==> config.mk <==
export PLATFORM = sky130hd
export DESIGN_NAME = onc_reg_file_flat
export DESIGN_NICKNAME = d
export VERILOG_FILES = /design/src/rtl/onc_reg_file_if.sv /design/src/rtl/onc_reg_file.sv /design/src/flat_wrapper.sv
export SDC_FILE = /design/constraint.sdc
export NUM_CORES = 1
export LEC_CHECK = 0
export CORE_UTILIZATION = 66
export DETAILED_ROUTE_END_ITERATION = 10
export PLACE_DENSITY = 0.95
export REMOVE_ABC_BUFFERS = 1
export SYNTH_ARGS = -nofsm -noshare
export SYNTH_HDL_FRONTEND = slang
export SYNTH_SLANG_ARGS = --single-unit
==> constraint.sdc <==
create_clock -name clock -period 22.2 [get_ports clock]
set_input_delay 4.44 -clock clock [delete_from_list [all_inputs] [get_ports clock]]
set_output_delay 4.44 -clock clock [all_outputs]
set_load 0.03 [all_outputs]
==> src/rtl/onc_reg_file_if.sv <==
// Register-file access bus for the ONC-16 datapath: two read address/data
// pairs driven by decode, one write port driven by writeback.
interface onc_reg_file_if #(
  parameter int DATA_W    = 16,
  parameter int RF_ADDR_W = 4
);
  logic [RF_ADDR_W-1:0] r1_addr;
  logic [RF_ADDR_W-1:0] r2_addr;
  logic [RF_ADDR_W-1:0] w_addr;
  logic [DATA_W-1:0]    w_data;
  logic                 we;
  logic [DATA_W-1:0]    r1_data;
  logic [DATA_W-1:0]    r2_data;

  // Decode/writeback side: drives addresses and write data, receives read data.
  modport master (
    output r1_addr, r2_addr, w_addr, w_data, we,
    input  r1_data, r2_data
  );

  // Register-file side.
  modport slave (
    input  r1_addr, r2_addr, w_addr, w_data, we,
    output r1_data, r2_data
  );
endinterface

==> src/rtl/onc_reg_file.sv <==
// ONC-16 general-purpose register file: 2**RF_ADDR_W words of DATA_W bits,
// two combinational read ports and one rising-edge write port. An
// asynchronous reset (n_rst, active-high despite its name) clears every word
// and overrides any write on the same edge. Register 0 is an ordinary register.
module onc_reg_file #(
  parameter int DATA_W    = 16,
  parameter int RF_ADDR_W = 4
) (
  input  logic           clock,
  input  logic           n_rst,
  onc_reg_file_if.slave  bus
);

  localparam int DEPTH = 2 ** RF_ADDR_W;

  logic [DATA_W-1:0] mem_q [DEPTH];
  logic [DATA_W-1:0] mem_d [DEPTH];

  // Next-state array: only the addressed word takes the write data when enabled.
  always_comb begin
    mem_d = mem_q;
    if (bus.we) begin
      mem_d[bus.w_addr] = bus.w_data;
    end
  end

  // Storage: asynchronous clear has priority over the clocked write.
  always_ff @(posedge clock or posedge n_rst) begin
    if (n_rst) begin
      for (int i = 0; i < DEPTH; i++) begin
        mem_q[i] <= '0;
      end
    end else begin
      mem_q <= mem_d;
    end
  end

  // Read ports are pure combinational lookups with no write forwarding, so a
  // same-address write becomes visible only after its clock edge.
  assign bus.r1_data = mem_q[bus.r1_addr];
  assign bus.r2_data = mem_q[bus.r2_addr];

endmodule

==> src/flat_wrapper.sv <==
// flat-port wrapper written by rule: the top's interface ports become plain ports
module onc_reg_file_flat 
#(
  parameter int DATA_W    = 16,
  parameter int RF_ADDR_W = 4
)
  (clock, n_rst, bus_r1_addr, bus_r2_addr, bus_w_addr, bus_w_data, bus_we, bus_r1_data, bus_r2_data);
  onc_reg_file_if #(.DATA_W(DATA_W), .RF_ADDR_W(RF_ADDR_W)) bus_i ();
  input  logic clock;
  input  logic n_rst;
  input wire logic [$bits(bus_i.r1_addr)-1:0] bus_r1_addr;
  input wire logic [$bits(bus_i.r2_addr)-1:0] bus_r2_addr;
  input wire logic [$bits(bus_i.w_addr)-1:0] bus_w_addr;
  input wire logic [$bits(bus_i.w_data)-1:0] bus_w_data;
  input wire logic [$bits(bus_i.we)-1:0] bus_we;
  output wire logic [$bits(bus_i.r1_data)-1:0] bus_r1_data;
  output wire logic [$bits(bus_i.r2_data)-1:0] bus_r2_data;
  assign bus_i.r1_addr = bus_r1_addr;
  assign bus_i.r2_addr = bus_r2_addr;
  assign bus_i.w_addr = bus_w_addr;
  assign bus_i.w_data = bus_w_data;
  assign bus_i.we = bus_we;
  assign bus_r1_data = bus_i.r1_data;
  assign bus_r2_data = bus_i.r2_data;
  onc_reg_file #(.DATA_W(DATA_W), .RF_ADDR_W(RF_ADDR_W)) u_core (.clock(clock), .n_rst(n_rst), .bus(bus_i));
endmodule
==> flow_summary.json <==
{
  "outcome": "complete, no violations",
  "drive_gt1_share_pct": 47.3,
  "worstSkewPairLatency_ps": 520,
  "track_usage_pct": 35.0,
  "die_x_um": 146,
  "finalHoldViolCount": 0,
  "holdBufCountCts": 0,
  "post_cts_buffers": 0,
  "fin_crit_sh_pct": 52.6,
  "endpoint_kind": "output port",
  "dieArea_mm2": 0.0214,
  "wl_per_cell_um": 30.9,
  "port_buffers": 62,
  "min_from": "u_core.mem_q[176]",
  "antenna_cells": 0,
  "p_leak_nw": 6.58,
  "cts_max_level": 1,
  "synth-seq-area-share_pct": 46.6,
  "max_cap_viol_count": 0,
  "clk_pin_slew_ps": 50,
  "drc": 0,
  "viasPerCell": 7.55,
  "fin_tns_setup_ps": 0,
  "drtIter0Drc": 995,
  "fmax_ghz": 0.0857,
  "ant_nets": 0,
  "synth_cell_types": 23,
  "slew_violations": 0,
  "gp_congestion": 0.782,
  "cts_tree": "done",
  "synth_top_area_share_pct": 46.6,
  "largest_reg_flops": 256,
  "powerDensity_mw_per_mm2": 97.8,
  "critPathMaxFanout": 34,
  "root_buffer": "clkbuf_16",
  "grt.overflow.total": 0,
  "post-route-min-period_ps": 11670,
  "worstSetupPathType": "in2out",
  "core-area_mm2": 0.0203,
  "start_util_pct": 67.7,
  "synth_area_leaders": "dfrtp_1 47%, mux2_2 19%, mux4_2 13%",
  "setup.worst_path.start_class": "input port",
  "grt_max_degree": 132,
  "syn_to_final_growth_pct": 11.3,
  "cts_made_buffers": 27,
  "reg2reg_from": "u_core.mem_q[159]",
  "skew_ps": 0,
  "worstSetupStartpoint": "bus_r2_addr[0]",
  "top_regs": "u_core.mem_q: 256 flops",
  "crit_arrival_ps": 7230,
  "hp-class": "reg2reg",
  "rows": 52,
  "grt_pass1_wl_mm": 55.8,
  "post_cts_resize_count": 0,
  "synth_seq_cells": 256,
  "grt_pass1_vias": 9611,
  "syn-cell-area_mm2": 0.0138,
  "max_flop_register": "u_core.mem_q",
  "rsz0062_at_grt": "no",
  "final_nets": 918,
  "setup_viol": 0,
  "io_pins": 63,
  "peakVddDrop_v": 0.0000800,
  "place_hpwl_mm": 19.5,
  "syn_inst": 849,
  "yosysTopAreaCell": "dfrtp_1",
  "cts_buffer_depth": 3,
  "required_ps": 17760,
  "drt-total-wl_mm": 36.2,
  "yosysWarningCount": 0,
  "worstMarginPinSlew_ps": 1220,
  "avgSynthCellArea_um2": 16.2,
  "vias": 8855,
  "fin_util_pct": 75.4,
  "first_pass_iters": 6,
  "die_h_um": 146,
  "slew_headroom_pct": 18.4,
  "clock_sinks": 256,
  "antenna_found_initial": 0
}
==> synthesized netlist by cell type, drive strengths merged <==
master  count
dfrtp     256
nor2b       4
nand3       1
nor3b       1
mux2      256
inv         1
nor2       12
nand2      34
and2        2
clkbuf     33
nand3b      2
buf        47
nand2b      7
and3        1
mux4      128
a22oi      64
==> logic make-up after synthesis <==
family / count (synthesis) / synth area share, %
buf+inv: 81 / 3.61
mux: 384 / 44.0
flops: 256 / 46.6
compound gates: 64 / 3.49
simple gates: 64 / 2.31
==> cell usage in the layout, fill, tap and decap left out, types with 7 or more instances in the layout <==
master,Yosys,layout
a22oi_1,64,64
buf_4,16,29
clkbuf_16,0,27
clkbuf_8,0,8
clkdlybuf4s50_1,0,58
dfrtp_1,256,256
mux2_2,226,226
mux2_4,30,30
mux4_1,46,46
mux4_2,82,82
nand2_1,33,33
nand2b_1,7,7
nor2_2,9,9
==> final timing paths <==
kind,endpoint,slack (ps),cells past startpoint
min in group asynchronous,u_core.mem_q[105],4460,2
max in group asynchronous,u_core.mem_q[225],16220,3
worst min register to register,u_core.mem_q[176],520,1
worst max-delay path,bus_r2_data[8],10530,6
worst max register to register,u_core.mem_q[159],21360,1
worst min-delay path,u_core.mem_q[176],520,1
==> through the flow <==
step                std cells  setup WS, ps  power, mW  hold slack (ps)  area (um2)
finish                   1173         10530       1.50              524       15300
global placement         1128         10530       1.00              494       14400
detailed placement       1128         10530       1.03              507       14400
floorplan                 769         10720      0.904              485       13300
CTS                      1173         10510       1.49              522       15300
global route             1173         10390       1.54              542       15300
==> worst max-delay path, cell delays in order <==
cell and delay, ps:
buf_4 490, buf_4 650, mux4_1 630, a22oi_1 270, nand2_1 100, clkdlybuf4s50_1 620
==> power breakdown <==
group,switching (mW),internal (mW)
Combinational,0.150,0.224
Clock,0.185,0.270
Sequential,0.0911,0.576
Total,0.426,1.07
==> metal layers <==
metal	share of wire, %	GRT usage, %	vias to the layer above
li1	-	-	3428
met1	36	46.1	4647
met4	5.5	19.6	0
met2	48	54.5	612
met3	9.9	8.00	168
met5	0	0	-
==> cell type report <==
class                      instances  area [um2]
clock buffer                      38         797
clock inverter                     7        87.6
fill                            1031        4990
inverter                           1        11.3
multi-input combinational        512        6860
sequential                       256        6410
tap                              270         338
timing repair buffer              89         808
Power figures use the tool's default switching activity.
